`src/rtl/sw_word_assembler.sv`:
```
// sw_word_assembler: joins two 16-bit switch captures into a 32-bit word and hands it off with a valid/ready handshake.
// Define SW_WORD_ASSEMBLER_DEBOUNCE_EN to add per-button debounce counters of DEBOUNCE_CYCLES.
module sw_word_assembler #(
  parameter int DEBOUNCE_CYCLES = 1000000
) (
  input  logic        clk,
  input  logic        rst_n,
  input  logic [15:0] sw_in,
  input  logic        capture_btn,
  input  logic        clear_btn,
  input  logic        word_ready,
  output logic [31:0] word_out,
  output logic        word_valid,
  output logic        hi_loaded,
  output logic [7:0]  xfer_count
);
  localparam logic [1:0] EMPTY = 2'b00;
  localparam logic [1:0] HALF  = 2'b01;
  localparam logic [1:0] FULL  = 2'b10;
  logic [15:0] sw_s1_q, sw_s2_q, hi_q, hi_d, lo_q, lo_d;
  logic [1:0]  btn_s1_q, btn_s2_q, lvl, prev_q, state_q, state_d;
  logic [7:0]  xfer_q, xfer_d;
  logic        cap_p, clr_p;
  // bit 0 carries capture, bit 1 carries clear
  always_ff @(posedge clk or negedge rst_n)
    if (!rst_n) begin
      sw_s1_q  <= '0;
      sw_s2_q  <= '0;
      btn_s1_q <= '0;
      btn_s2_q <= '0;
      prev_q   <= '0;
    end else begin
      sw_s1_q  <= sw_in;
      sw_s2_q  <= sw_s1_q;
      btn_s1_q <= {clear_btn, capture_btn};
      btn_s2_q <= btn_s1_q;
      prev_q   <= lvl;
    end
`ifdef SW_WORD_ASSEMBLER_DEBOUNCE_EN
  localparam int CW = $clog2(DEBOUNCE_CYCLES);
  for (genvar i = 0; i < 2; i++) begin : g_db
    logic [CW-1:0] cnt_q;
    logic          db_q;
    always_ff @(posedge clk or negedge rst_n)
      if (!rst_n) begin
        cnt_q <= '0;
        db_q  <= 1'b0;
      end else if (btn_s2_q[i] == db_q) begin
        cnt_q <= '0;
      end else if (cnt_q == CW'(DEBOUNCE_CYCLES - 1)) begin
        cnt_q <= '0;
        db_q  <= btn_s2_q[i];
      end else begin
        cnt_q <= cnt_q + 1'b1;
      end
    assign lvl[i] = db_q;
  end
`else
  assign lvl = btn_s2_q;
`endif
  assign cap_p = lvl[0] & ~prev_q[0];
  assign clr_p = lvl[1] & ~prev_q[1];
  assign word_valid = (state_q == FULL);
  assign hi_loaded  = (state_q == HALF);
  assign word_out   = {hi_q, lo_q};
  assign xfer_count = xfer_q;
  always_comb begin
    state_d = state_q;
    hi_d    = hi_q;
    lo_d    = lo_q;
    xfer_d  = (word_valid && word_ready) ? xfer_q + 8'd1 : xfer_q;
    if (clr_p) begin
      state_d = EMPTY;
      hi_d    = '0;
      lo_d    = '0;
    end else if (state_q == EMPTY) begin
      state_d = cap_p ? HALF : EMPTY;
      hi_d    = cap_p ? sw_s2_q : hi_q;
    end else if (state_q == HALF) begin
      state_d = cap_p ? FULL : HALF;
      lo_d    = cap_p ? sw_s2_q : lo_q;
    end else if (state_q == FULL) begin
      state_d = word_ready ? EMPTY : FULL;
    end else begin
      state_d = EMPTY;
    end
  end
  always_ff @(posedge clk or negedge rst_n)
    if (!rst_n) begin
      state_q <= EMPTY;
      hi_q    <= '0;
      lo_q    <= '0;
      xfer_q  <= '0;
    end else begin
      state_q <= state_d;
      hi_q    <= hi_d;
      lo_q    <= lo_d;
      xfer_q  <= xfer_d;
    end
endmodule
```
`config.mk`:
```
export PLATFORM = sky130hd
export DESIGN_NAME = sw_word_assembler
export DESIGN_NICKNAME = d
export VERILOG_FILES = /design/src/rtl/sw_word_assembler.sv
export SDC_FILE = /design/constraint.sdc
export NUM_CORES = 1
export LEC_CHECK = 0
export ABC_AREA = 1
export CORE_AREA = 3 3 84 117
export DETAILED_ROUTE_END_ITERATION = 12
export DIE_AREA = 0 0 87 120
export SYNTH_ARGS = -nofsm -noshare
export SYNTH_HDL_FRONTEND = slang
export SYNTH_SLANG_ARGS = --single-unit
```
`constraint.sdc`:
```
create_clock -name clk -period 1.2 [get_ports clk]
set_input_delay 0.24 -clock clk [delete_from_list [all_inputs] [get_ports clk]]
set_output_delay 0.24 -clock clk [all_outputs]
set_load 0.01 [all_outputs]
```
==> summary.txt <==
setup slack after layout: -38.8 ps
clock skew: 4.89 ps
ant diodes: 0
Yosys cell types: 18
Fill cells: 832
DR pass1 iterations: 4
Initial DRC Count: 138
largest net degree at the start of global routing: 29
final instance area: 4400 um^2
Mapped Nets: 296
status: complete, but fails checks
H-tree depth: 3
FF+latch area: 2000 um^2
Final ANT Viol Nets: 0
Seq/Total Area, Yosys: 69.2%
Lkg Pwr: 2.23 nW
Max Slew Vio Count: 0
clk slew on worst S/H paths: 60 ps
reg2reg path depth: 7
DRC errors left: 0
Final period util: 103%
TritonCTS Sinks: 80
slowest CP cell: dfrtp_2
Area Overhead vs Synth: 52.1%
setup TNS: -75.5 ps
initial antenna violation count: 0
slew margin rel.: 83.0%
Die W: 87 um
number of CTS-inserted buffers: 9
max-cap violations: 0
area of the multi-input gates: 971 um^2
violated checks: negative setup slack
GR Overflow Total: 0
Post-Route WL: 6.30 mm
worst skew pair latency: 320 ps
die area: 10400 um^2
WL/cell: 12.8 um
Cell Rows: 41
slowest stage delay, CP: 400 ps
Max clock buf depth: 2
Syn. warnings: 0
Net count, final: 403
Ports: 63
Crit path required time: 960 ps
Root Driver: clkbuf_16
Buf/Inv on CP: 2
Tmin final: 1240 ps
critical path arrival: 1000 ps
area leader, netlist: dfrtp_1
Starting Density: 32.2%
worst hold slack: 342 ps
startpoint types: flop
synthesized cell area: 2890 um^2
layout cells sized above 1: 37.8%
share of the synthesized area in the top cell type: 69.2%
mean post-synth cell area: 10.6 um^2
TritonCTS clock tree: yes
Worst-Margin Slew: 255 ps
critical path depth in cells: 3
ranking of synthesized cells by area: dfrtp_1 69%, nand2_1 11%, nand3_1 6.9%
die height: 120 um
Final Setup Violations: 3
count of state elements after synthesis: 80
CP endpoint kind: primary output
most frequent cells in the layout: 79 x nand2_1, 79 x dfrtp_1, 34 x nand3_2
Final Hold Fails: 0
Core ar.: 8980 um^2
Vias: 2098
port bufs: 62
Setup CP Type: reg2out
worst-path fanout max: 3
first-pass GRT wire length: 10.1 mm
dpl cell area: 3790 um^2
fin util: 49.0%
RSZ-0062 raised after global routing: yes
Syn Inst Count: 274
Total GRT Usage: 12.4%
peak supply drop: 0.000981 V
critical-path cell list: inv_2 -> nor2_2 -> buf_2
hold crit path type: in2async
Top delay family on crit path: flip-flops
vias per cell: 4.26
DP HPWL: 4.22 mm
pwr/cell area: 1650 nW/um^2
vias in the first global route: 2118
routability congestion estimate: 0.796
f_max: 807 MHz
cell usage after synthesis (all sizes together):
| cell type | count |
|---|---|
| o21ai | 1 |
| xnor2 | 2 |
| dfrtp | 80 |
| ha | 1 |
| nand2 | 84 |
| nor2 | 23 |
| buf | 8 |
| a21oi | 2 |
| nand3 | 41 |
| inv | 30 |
| xor2 | 2 |
report_power, final:
part,switching [mW],total [mW],internal [mW]
logic,0.704,1.43,0.729
clock network,0.987,2.66,1.67
registers,0.179,3.17,2.99
total,1.87,7.26,5.39
path summary, 6_finish.rpt:
path	slack, ps	from	to
min in group clk	350	sw_s1_q[4]	sw_s2_q[4]
max in group asynchronous	410	rst_n	sw_s1_q[6]
hold reg to reg	350	sw_s1_q[4]	sw_s2_q[4]
hold / removal	340	rst_n	lo_q[10]
setup reg to reg	0	btn_s2_q[0]	lo_q[6]
setup / recovery	-40	state_q[1]	word_valid
through the flow:
stage / instances / setup slack (ps) / power, mW
finish: 493 / -38.8 / 7.26
global route: 493 / -109 / 7.63
CTS: 481 / -53.6 / 7.17
detailed placement: 457 / -236 / 4.50
global placement: 457 / -211 / 4.48
floorplan: 274 / 45.1 / 3.69
logic make-up after synthesis:
logic type / Yosys count / synth area share [%]
compound gates: 3 / 0.519
xor+xnor: 4 / 1.21
fa+ha+maj: 1 / 0.432
buf+inv: 38 / 6.05
flops: 80 / 69.2
simple gates: 148 / 22.6
per-layer routing:
metal / track usage [%] / vias to the layer above / routed length [um]
met2: 20.0 / 46 / 3290
met1: 15.4 / 992 / 2630
met4: 6.73 / 0 / 106
met5: 0 / - / 0
met3: 2.34 / 7 / 276
li1: - / 1053 / -
sequential cells by signal, summed over array words and instances, names as in the netlist:
name,count
hi_q,16
lo_q,16
sw_s1_q,16
sw_s2_q,16
xfer_count,8
btn_s1_q,2
btn_s2_q,2
prev_q,2
state_q,2
layout make-up:
class / count / area share (%)
Sequential cell: 80 / 45.5
Clock buffer: 12 / 5.60
Clock inverter: 4 / 1.22
Tap cell: 107 / 3.04
Inverter: 30 / 2.61
Timing Repair Buffer: 104 / 20.0
Multi-Input combinational cell: 156 / 22.1
repair_timing:
action                                  in CTS  in global routing
endpoints found under the hold margin       14                  0
hold buffers                                 1                  0
setup buffers                                7                 11
endpoints found under the setup margin      45                 61
cloned                                       0                  1
pin swaps                                    2                 31
gates resized for setup                    130                 79
worst register-to-register path, cell delays in order (launching register included):
cell and delay (ps):
dfrtp_1 360, inv_2 60, nor2_4 180, buf_12 130
nand2_8 80, clkbuf_16 180, nand3_2 60, nand2_1 50
Note: power is estimated with default switching activity, not from simulation.
